File: src/rtl/maple_pkg.sv
// Shared Maple bus definitions: decoder state encoding and framing pulse counts,
// used by both the receive decoder and the transmit path.
package maple_pkg;

    typedef enum logic [2:0] {
        ST_IDLE   = 3'd0,
        ST_START  = 3'd1,
        ST_DATA_A = 3'd2,
        ST_DATA_B = 3'd3,
        ST_END    = 3'd4
    } maple_state_e;

    localparam int START_PULSES = 4;
    localparam int END_PULSES   = 2;

    localparam int PULSE_W = 3;
    typedef logic [PULSE_W-1:0] pulse_cnt_t;

    // Saturating increment so a long pulse train cannot wrap back to a legal count.
    function automatic pulse_cnt_t pulse_inc(input pulse_cnt_t cnt);
        return (cnt == '1) ? cnt : cnt + pulse_cnt_t'(1);
    endfunction

endpackage

File: src/rtl/maple_rx_fifo.sv
// First-word-fall-through byte FIFO for decoded Maple data; a full FIFO still
// accepts a push when a pop happens in the same cycle.
module maple_rx_fifo
    import maple_pkg::*;
#(
    parameter int DEPTH = 16
) (
    input  logic       clk,
    input  logic       rst,
    input  logic       i_push,
    input  logic       i_pop,
    input  logic       i_clear,
    input  logic [7:0] i_data,
    output logic [7:0] o_data,
    output logic       o_empty,
    output logic       o_full
);

    localparam int AW = $clog2(DEPTH);

    logic [7:0]  r_mem [DEPTH];
    logic [AW:0] r_wr_ptr;
    logic [AW:0] r_rd_ptr;
    logic [AW:0] w_count;
    logic        w_do_push;
    logic        w_do_pop;

    assign w_count   = r_wr_ptr - r_rd_ptr;
    assign o_empty   = (w_count == '0);
    assign o_full    = w_count[AW];
    assign w_do_pop  = i_pop & ~o_empty;
    assign w_do_push = i_push & (~o_full | i_pop);
    assign o_data    = o_empty ? 8'h00 : r_mem[r_rd_ptr[AW-1:0]];

    always_ff @(posedge clk) begin
        if (rst) begin
            r_wr_ptr <= '0;
            r_rd_ptr <= '0;
        end else if (i_clear) begin
            r_wr_ptr <= '0;
            r_rd_ptr <= '0;
        end else begin
            if (w_do_push) r_wr_ptr <= r_wr_ptr + 1'b1;
            if (w_do_pop)  r_rd_ptr <= r_rd_ptr + 1'b1;
        end
    end

    // NOTE: storage is deliberately not reset; the pointers alone define which entries are valid.
    always_ff @(posedge clk) begin
        if (w_do_push && !i_clear) r_mem[r_wr_ptr[AW-1:0]] <= i_data;
    end

endmodule

File: src/rtl/maple_in.sv
// Maple bus receive decoder: synchronises SDCKA/SDCKB, decodes start pattern,
// alternating-phase data bits and end pattern, and buffers bytes in a FIFO.
module maple_in
    import maple_pkg::*;
#(
    parameter int DEPTH   = 16,
    parameter int TIMEOUT = 4095
) (
    input  logic        clk,
    input  logic        rst,
    input  logic        enable,
    input  logic        clear,
    input  logic        in_p1,
    input  logic        in_p5,
    input  logic        rx_pop,
    output logic [7:0]  rx_data,
    output logic        rx_valid,
    output logic        busy,
    output logic        frame_done,
    output logic        frame_err,
    output logic        overflow,
    output logic [10:0] byte_count
);

    localparam int TW = $clog2(TIMEOUT + 1);

    logic r_p1_s1, r_p1_cur, r_p1_prev;
    logic r_p5_s1, r_p5_cur, r_p5_prev;

    always_ff @(posedge clk) begin
        if (rst) begin
            {r_p1_s1, r_p1_cur, r_p1_prev} <= 3'b111;
            {r_p5_s1, r_p5_cur, r_p5_prev} <= 3'b111;
        end else begin
            {r_p1_s1, r_p1_cur, r_p1_prev} <= {in_p1, r_p1_s1, r_p1_cur};
            {r_p5_s1, r_p5_cur, r_p5_prev} <= {in_p5, r_p5_s1, r_p5_cur};
        end
    end

    logic w_p1_fall, w_p1_rise, w_p5_fall, w_p5_rise;
    logic w_p1_edge, w_p5_edge;

    assign w_p1_fall = r_p1_prev & ~r_p1_cur;
    assign w_p1_rise = ~r_p1_prev & r_p1_cur;
    assign w_p5_fall = r_p5_prev & ~r_p5_cur;
    assign w_p5_rise = ~r_p5_prev & r_p5_cur;
    assign w_p1_edge = r_p1_prev ^ r_p1_cur;
    assign w_p5_edge = r_p5_prev ^ r_p5_cur;

    maple_state_e r_state, w_next_state;
    pulse_cnt_t   r_pulse_cnt, w_pulse_nxt;
    logic [2:0]   r_bit_cnt, w_bit_nxt;
    logic [6:0]   r_shift;
    logic [10:0]  r_byte_count;
    logic [TW-1:0] r_tmo_cnt;
    logic         r_done, r_err, r_ovf;
    logic         w_timeout, w_set_err, w_set_done, w_start;
    logic         w_bit_valid, w_bit_value, w_push;
    logic [7:0]   w_byte;
    logic         w_fifo_empty, w_fifo_full;

    assign w_timeout = (r_tmo_cnt == TW'(TIMEOUT));

    always_ff @(posedge clk) begin
        if (rst) begin
            r_tmo_cnt <= '0;
        end else if (r_state == ST_IDLE || w_p1_edge || w_p5_edge) begin
            r_tmo_cnt <= '0;
        end else if (!w_timeout) begin
            r_tmo_cnt <= r_tmo_cnt + 1'b1;
        end
    end

    // NOTE: every output of this block gets a default first, so no path can infer a latch.
    always_comb begin
        w_next_state = r_state;
        w_pulse_nxt  = r_pulse_cnt;
        w_bit_nxt    = r_bit_cnt;
        w_bit_valid  = 1'b0;
        w_bit_value  = 1'b0;
        w_set_err    = 1'b0;
        w_set_done   = 1'b0;
        w_start      = 1'b0;

        if (!enable) begin
            w_next_state = ST_IDLE;
        end else if (r_state != ST_IDLE && ((w_p1_edge && w_p5_edge) || w_timeout)) begin
            w_set_err    = 1'b1;
            w_next_state = ST_IDLE;
        end else begin
            case (r_state)
                ST_IDLE: begin
                    if (w_p1_fall && r_p5_cur && r_p5_prev) begin
                        w_next_state = ST_START;
                        w_pulse_nxt  = '0;
                        w_start      = 1'b1;
                    end
                end
                ST_START: begin
                    if (w_p1_rise) begin
                        if (r_pulse_cnt == pulse_cnt_t'(START_PULSES)) begin
                            w_next_state = ST_DATA_A;
                            w_bit_nxt    = '0;
                        end else begin
                            w_set_err    = 1'b1;
                            w_next_state = ST_IDLE;
                        end
                    end else if (w_p5_fall && !r_p1_cur) begin
                        w_pulse_nxt = pulse_inc(r_pulse_cnt);
                    end
                end
                ST_DATA_A: begin
                    if (w_p1_fall) begin
                        w_bit_valid  = 1'b1;
                        w_bit_value  = r_p5_cur;
                        w_next_state = ST_DATA_B;
                    end else if (w_p5_fall && r_p1_cur) begin
                        w_next_state = ST_END;
                        w_pulse_nxt  = '0;
                    end
                end
                ST_DATA_B: begin
                    if (w_p5_fall) begin
                        w_bit_valid  = 1'b1;
                        w_bit_value  = r_p1_cur;
                        w_next_state = ST_DATA_A;
                    end
                end
                ST_END: begin
                    if (w_p5_rise) begin
                        if (r_pulse_cnt == pulse_cnt_t'(END_PULSES) && r_bit_cnt == 3'd0) begin
                            w_set_done = 1'b1;
                        end else begin
                            w_set_err = 1'b1;
                        end
                        w_next_state = ST_IDLE;
                    end else if (w_p1_fall && !r_p5_cur) begin
                        if (r_pulse_cnt == pulse_cnt_t'(END_PULSES)) begin
                            w_set_err    = 1'b1;
                            w_next_state = ST_IDLE;
                        end else begin
                            w_pulse_nxt = pulse_inc(r_pulse_cnt);
                        end
                    end
                end
                default: w_next_state = ST_IDLE;
            endcase
        end

        // The 3-bit counter wraps 7 -> 0 on the eighth bit, so every byte restarts in DATA_A.
        if (w_bit_valid) w_bit_nxt = r_bit_cnt + 3'd1;
    end

    assign w_byte = {r_shift, w_bit_value};
    assign w_push = w_bit_valid && (r_bit_cnt == 3'd7);

    always_ff @(posedge clk) begin
        if (rst) begin
            r_state      <= ST_IDLE;
            r_pulse_cnt  <= '0;
            r_bit_cnt    <= '0;
            r_shift      <= '0;
            r_byte_count <= '0;
            r_done       <= 1'b0;
            r_err        <= 1'b0;
            r_ovf        <= 1'b0;
        end else begin
            r_state     <= w_next_state;
            r_pulse_cnt <= w_pulse_nxt;
            r_bit_cnt   <= w_bit_nxt;
            if (w_bit_valid) r_shift <= w_byte[6:0];
            if (clear) begin
                r_byte_count <= '0;
                r_done       <= 1'b0;
                r_err        <= 1'b0;
                r_ovf        <= 1'b0;
            end else begin
                if (w_set_err)  r_err  <= 1'b1;
                if (w_set_done) r_done <= 1'b1;
                if (w_push && w_fifo_full && !rx_pop) r_ovf <= 1'b1;
                if (w_start) begin
                    r_byte_count <= '0;
                end else if (w_push && r_byte_count != 11'h7FF) begin
                    r_byte_count <= r_byte_count + 11'd1;
                end
            end
        end
    end

    maple_rx_fifo #(
        .DEPTH (DEPTH)
    ) u_fifo (
        .clk     (clk),
        .rst     (rst),
        .i_push  (w_push),
        .i_pop   (rx_pop),
        .i_clear (clear),
        .i_data  (w_byte),
        .o_data  (rx_data),
        .o_empty (w_fifo_empty),
        .o_full  (w_fifo_full)
    );

    assign rx_valid   = ~w_fifo_empty;
    assign busy       = (r_state != ST_IDLE);
    assign frame_done = r_done;
    assign frame_err  = r_err;
    assign overflow   = r_ovf;
    assign byte_count = r_byte_count;

endmodule

File: config.mk
export PLATFORM = sky130hd
export DESIGN_NAME = maple_in
export DESIGN_NICKNAME = d
export VERILOG_FILES = /design/src/rtl/maple_pkg.sv /design/src/rtl/maple_rx_fifo.sv /design/src/rtl/maple_in.sv
export SDC_FILE = /design/constraint.sdc
export NUM_CORES = 1
export LEC_CHECK = 0
export ABC_AREA = 1
export BUFFER_PORTS_ARGS = -buffer_cell sky130_fd_sc_hd__buf_2
export CORE_ASPECT_RATIO = 0.8
export CORE_UTILIZATION = 62
export CTS_BUF_LIST = sky130_fd_sc_hd__clkbuf_16
export CTS_CLUSTER_DIAMETER = 80
export DETAILED_ROUTE_END_ITERATION = 7
export PLACE_DENSITY = 0.8
export SYNTH_ARGS = -nofsm -noshare
export SYNTH_HDL_FRONTEND = slang
export SYNTH_SLANG_ARGS = --single-unit
File: constraint.sdc
create_clock -name clk -period 3.51 [get_ports clk]
set_input_delay 0 -clock clk [delete_from_list [all_inputs] [get_ports clk]]
set_output_delay 0 -clock clk [all_outputs]
set_load 0.02 [all_outputs]
### Word-level counts from Yosys, hierarchy flattened

Memories as Yosys holds them, arrays and structs flattened. A register that Yosys moved wholly into a read port is not among the register bits.
Cells that the tools add are included.

| storage, ports and cells | value |
|---|---|
| flip-flop bits (word level) | 58 |
| bits in writable memories | 128 |
| bits of input ports | 7 |
| output and inout port bits | 24 |
| memories kept | 1 |

Memory list:

| name | words | width | rd ports | clocked after Yosys merged registers in | write ports | line | RTL |
|---|---|---|---|---|---|---|---|
| u_fifo.r_mem | 16 | 8 | 1 | 1 | 1 | maple_rx_fifo.sv:21 | `logic [7:0] r_mem [DEPTH];` |

| operators by class | value |
|---|---|
| $add $sub $neg | 7 |
| equality and inequality tests | 24 |
| multiplexer cells | 59 |
| bitwise operators | 17 |
| reductions and logical operators | 36 |

Operators by type and width:

| operator | count |
|---|---|
| $mux 3 | 23 |
| $mux 1 | 27 |
| $ne 2x2->1 const B | 10 |
| $pmux 3 s5 | 1 |
| $logic_and 1x1->1 | 13 |
| $add 12x1->12 const B | 1 |
| $eq 12x12->1 const B | 1 |
| $eq 3x3->1 const B | 4 |
| $pmux 3 s4 | 1 |
| $add 11x1->11 const B | 1 |
| $ne 11x11->1 const B | 1 |
| $reduce_and 11->1 | 1 |
| $add 5x1->5 const B | 2 |
| $eq 3x2->1 const B | 3 |
| $ne 3x3->1 const B | 3 |
| $mux 4 | 2 |
| $mux 8 | 1 |
| $not 1->1 | 8 |
| $reduce_bool 2->1 | 4 |
| $add 3x1->3 const B | 2 |
| $and 1x1->1 | 6 |
| $logic_not 3->1 | 2 |
| $pmux 1 s2 | 3 |
| $reduce_and 6->1 | 1 |
| other kinds (14) | 22 |

### Longest topological paths before layout

| logic depth | value |
|---|---|
| word-level depth | 11 |
| depth in mapped cells | 14 |
| mapped depth without buffers | 14 |

### Cells and area by module

Synthesis repeated with hierarchy kept, for this count alone.

| unflattened totals | value |
|---|---|
| cell total of the unflattened synthesis | 913 |
| area, all modules | 8658.3 um^2 |

Modules (own cells, without submodules):

| module | times used | cells an instance | area an instance (um^2) | seq. area each (um^2) |
|---|---|---|---|---|
| maple_rx_fifo | 1 | 537 | 6028.3 | 4124.0 |
| maple_in | 1 | 376 | 2630.0 | 960.9 |

### Worst setup path before layout

OpenSTA, ideal clock, no wires.

| path | value |
|---|---|
| path type | register to register |
| start point | register u_fifo.r_rd_ptr[3] |
| end point | memory u_fifo.r_mem[15][0], enable pin |
| setup time | 0.395 ns |
| data arrival time | 2.166 ns |
| path slack | 0.949 ns |
| cell stages (with the launch flop) | 8 |
| buffers on the path | 0 |
| cells stage by stage | dfxtp_1 -> inv_1 -> ha_1 -> a21oi_1 -> nand3_1 -> nand3_1 -> inv_1 -> nor4_1 |

| on the way | value |
|---|---|
| word-level cells in the longest chain between the ends | 7 |

Ends and longest elaborated chain:

| element | line | RTL |
|---|---|---|
| start: declaration | maple_rx_fifo.sv:23 | `logic [AW:0] r_rd_ptr;` |
| start signal: assignment | maple_rx_fifo.sv:44 | `if (w_do_pop) r_rd_ptr <= r_rd_ptr + 1'b1;` |
| $sub 5x5->5 | maple_rx_fifo.sv:28 | `assign w_count = r_wr_ptr - r_rd_ptr;` |
| $not 1->1 | maple_rx_fifo.sv:32 | `assign w_do_push = i_push & (~o_full \| i_pop);` |
| $or 1x1->1 | maple_rx_fifo.sv:32 |  |
| $and 1x1->1 | maple_rx_fifo.sv:32 |  |
| $logic_and 1x1->1 | maple_rx_fifo.sv:50 | `if (w_do_push && !i_clear) r_mem[r_wr_ptr[AW-1:0]] <= i_data;` |
| $mux 1 | maple_rx_fifo.sv:50 |  |
| $mux 1 (implied by the code) | maple_rx_fifo.sv:50 |  |
| end: declaration | maple_rx_fifo.sv:21 |  |

No other way between the ends.

### Final worst setup path

| path | value |
|---|---|
| start point | register u_fifo.r_rd_ptr[2] |
| end point | memory u_fifo.r_mem[1][1], enable pin |

Same word-level chain as after synthesis.

==> results.sh <==
export IMPL_min_path_type="in2reg"
export IMPL_first_pass_iters=5
export IMPL_grt_use_total_pct=28.30
export IMPL_crit_top_cell="inv_1"
export IMPL_synth_top_area_share_pct=44.26
export IMPL_die_h_um=107.9
export IMPL_crit_path_max_incr_delay_ns=0.63
export IMPL_rows=38
export IMPL_grt_max_degree=54
export IMPL_cts_repair_resized=0
export IMPL_path_clk_slew_ns=0.07
export IMPL_wl_per_cell_um=17.58
export IMPL_grt_setup_unrepaired="false"
export IMPL_syn_nets=901
export IMPL_grt_pass1_vias=5811
export IMPL_tightestPinTransition_ns=0.8805
export IMPL_synthTopCellsByArea="edfxtp_1 44%, dfxtp_1 14%, nand2_1 5.7%"
export IMPL_synth_seq_cells=190
export IMPL_clock_sinks=190
export IMPL_crit_chain="inv_1 > ha_1 > nand2_1 > inv_1 > nand2_1 > nand3_1 > nand3_1 > inv_1 > nor2_8 > nand3_2 > nor2_1"
export IMPL_hold_viol=0
export IMPL_placed_cell_area_um2=9001
export IMPL_overflow=0
export IMPL_maxSlewViolCount=0
export IMPL_worstPathArrival_ns=2.92
export IMPL_critPathMaxFanout=8
export IMPL_core_um2=13600
export IMPL_power_density_nw_per_um2=458.0
export IMPL_setup_tns_ns=0
export IMPL_netlist_instances=872
export IMPL_async_reset_ff_share_pct=0
export IMPL_yosys_area_top_type="edfxtp_1"
export IMPL_fp_dieArea_um2=14490
export IMPL_status="completed"
export IMPL_fmax_ghz=0.3494
export IMPL_via_count=6299
export IMPL_antenna_found_initial=1
export IMPL_synth_flop_cell="edfxtp_1"
export IMPL_slowest_stage="nor2_1"
export IMPL_leakage_nw=3.764
export IMPL_design_area_um2=9698
export IMPL_endpoint="u_fifo.r_mem[1][1]$_DFFE_PP_"
export IMPL_die_w_um=134.3
export IMPL_cts_max_level=4
export IMPL_tritoncts="built"
export IMPL_nNetsFinal=937
export IMPL_area_growth_syn_to_layout_pct=11.67
export IMPL_crit_reg2reg_launch="u_fifo.r_rd_ptr[2]$_SDFFE_PP0P_"
export IMPL_crit_type="reg2reg"
export IMPL_yosys_warnings=0
export IMPL_vdd_ir_drop_max_uv=358.5
export IMPL_final_layout_size_suffix_gt1_share_pct=12.05
export IMPL_fin_crit_sh_pct=81.53
export IMPL_pin_count=31
export IMPL_vias_per_cell=5.716
export IMPL_io_buffers=30
export IMPL_fin_crit_ns=2.862
export IMPL_cts_root_buf="clkbuf_16"
export IMPL_cp_end_kind="flop"
export IMPL_rr_endpoint="u_fifo.r_mem[1][1]$_DFFE_PP_"
export IMPL_syn_area_per_cell_um2=9.959
export IMPL_ys_seq_area_share_pct=58.55
export IMPL_drc=0
export IMPL_maxCapViolations=0
export IMPL_reg2regPathDepth=11
export IMPL_drt_initial_drc_count=644
export IMPL_ff2ff_setup_slack_ns=0.65
export IMPL_setup_viol=0
export IMPL_routed_wl_um=19370
export IMPL_synthesis_area_um2=8685
export IMPL_max_slew_margin_pct=41.22
export IMPL_dpl_hpwl_um=12500
export IMPL_ys_types=43
export IMPL_routabilityCongestion=0.9102
export IMPL_critPathLaunchType="flop"
export IMPL_grt_pass1_wl_um=30420
export IMPL_start_util_pct=63.87
export IMPL_cp_startpoint="u_fifo.r_rd_ptr[2]$_SDFFE_PP0P_"
export IMPL_cts_inserted_buffers=17
export IMPL_finalClockSkew_ns=0.01297
export IMPL_insertion_delay_ns=0.44
export IMPL_ant_nets=0
export IMPL_synth_edff_count=128
export IMPL_cts_path_max_buffers=2
export IMPL_worst_ep_required_time_ns=3.57
## critical path, delay by kind of cell, from the launching register on
| kind | cells | cell delay [ns] |
|---|---|---|
| fa+ha+maj | 1 | 0.33 |
| flops | 1 | 0.42 |
| simple gates | 7 | 1.44 |
| buf+inv | 3 | 0.31 |
## routing by layer
layer	GRT usage (%)	part of all wire, %	vias to the layer above
met1	40.40	45	2983
met3	6.733	8.1	29
li1	-	-	3033
met2	42.34	45	254
met5	0	0	-
met4	9.952	1.8	0
## layout make-up
type | instances | area, um^2
Fill cell | 990 | 3900
Inverter | 112 | 424.2
Sequential cell | 190 | 5089
Clock buffer | 17 | 425.4
Antenna cell | 1 | 2.502
Clock inverter | 15 | 198.9
Multi-Input combinational cell | 540 | 3025
Tap cell | 180 | 225.2
Timing Repair Buffer | 47 | 307.8
## what timing repair did
action | in CTS | in global routing
buffers inserted | 0 | 0
hold buffers | 7 | 0
endpoints found under the setup margin | 0 | 0
hold endpoints to repair | 18 | 0
## worst min path at each step
stage / to / depth (start not counted) / slack (ns) / from
floorplan: r_p1_s1$_SDFF_PP1_ / 1 / 0.10 / in_p1
global placement: r_p1_s1$_SDFF_PP1_ / 2 / 0.18 / in_p1
detailed placement: r_p1_s1$_SDFF_PP1_ / 2 / 0.19 / in_p1
CTS: u_fifo.r_wr_ptr[1]$_SDFFE_PP0P_ / 4 / 0.04 / clear
global route: u_fifo.r_wr_ptr[1]$_SDFFE_PP0P_ / 4 / 0.07 / clear
finish: u_fifo.r_wr_ptr[1]$_SDFFE_PP0P_ / 4 / 0.06 / clear
## sequential cells by signal (all words and copies together), names as in the netlist, named ones only
register / cells
byte_count: 11
frame_done: 1
frame_err: 1
overflow: 1
r_bit_cnt: 3
r_p1_cur: 1
r_p1_prev: 1
r_p1_s1: 1
r_p5_cur: 1
r_p5_prev: 1
r_p5_s1: 1
r_pulse_cnt: 3
r_shift: 7
r_state: 3
r_tmo_cnt: 12
u_fifo.r_mem: 128
u_fifo.r_rd_ptr: 5
u_fifo.r_wr_ptr: 5
## metrics by stage
step	worst slack (ns)	hold slack [ns]	std cells	util, %	total power, mW
global route	0.4325	0.07155	1101	71.30	4.550
global placement	0.8629	0.1846	1062	66.19	2.469
floorplan	0.9492	0.1038	872	-	2.454
finish	0.6482	0.05630	1102	71.32	4.442
detailed placement	0.7798	0.1857	1062	66.19	2.469
CTS	0.6667	0.03979	1101	71.30	4.458
## layout by cell type, fill, tap and decap left out, types with 5 or more instances in the layout
master / n
a21oi_1: 93
buf_2: 30
buf_4: 9
clkbuf_16: 17
clkinv_4: 6
dfxtp_1: 61
dlygate4sd3_1: 7
edfxtp_1: 128
ha_1: 22
inv_1: 106
inv_2: 5
mux2i_1: 23
nand2_1: 132
nand3_1: 37
nand3_2: 6
nand4_1: 9
nor2_1: 77
nor3_1: 8
o211ai_1: 14
o21ai_0: 62
or2_2: 5
xnor2_1: 6
xor2_1: 14
## cells by family (layout without fill, tap and decap cells)
kind of cell | after synthesis | in the layout | share of synthesized area (%)
flip-flops | 190 | 190 | 58.55
XOR/XNOR | 20 | 20 | 2.017
multiplexers | 23 | 23 | 2.651
buffers and inverters | 142 | 191 | 6.613
adder cells (fa/ha/maj) | 22 | 22 | 3.170
other | 0 | 1 | 0
AND/OR/NAND/NOR | 298 | 298 | 16.14
AO/OA/AOI/OAI | 177 | 177 | 10.86
## synthesized netlist by cell type, types with 9 or more instances
| cell | count |
|---|---|
| edfxtp_1 | 128 |
| o21ai_0 | 62 |
| nor2_1 | 77 |
| ha_1 | 22 |
| nand4_1 | 9 |
| a21oi_1 | 93 |
| nand3_1 | 37 |
| clkbuf_1 | 15 |
| dfxtp_1 | 62 |
| xor2_1 | 14 |
| nand2_1 | 132 |
| buf_2 | 9 |
| o211ai_1 | 14 |
| inv_1 | 104 |
| mux2i_1 | 23 |
## where the power goes
part,internal [mW],switching (mW)
registers,2.36,0.00402
logic,0.0222,0.0393
clock network,1.19,0.825
total,3.57,0.868
Power figures use the tool's default switching activity.
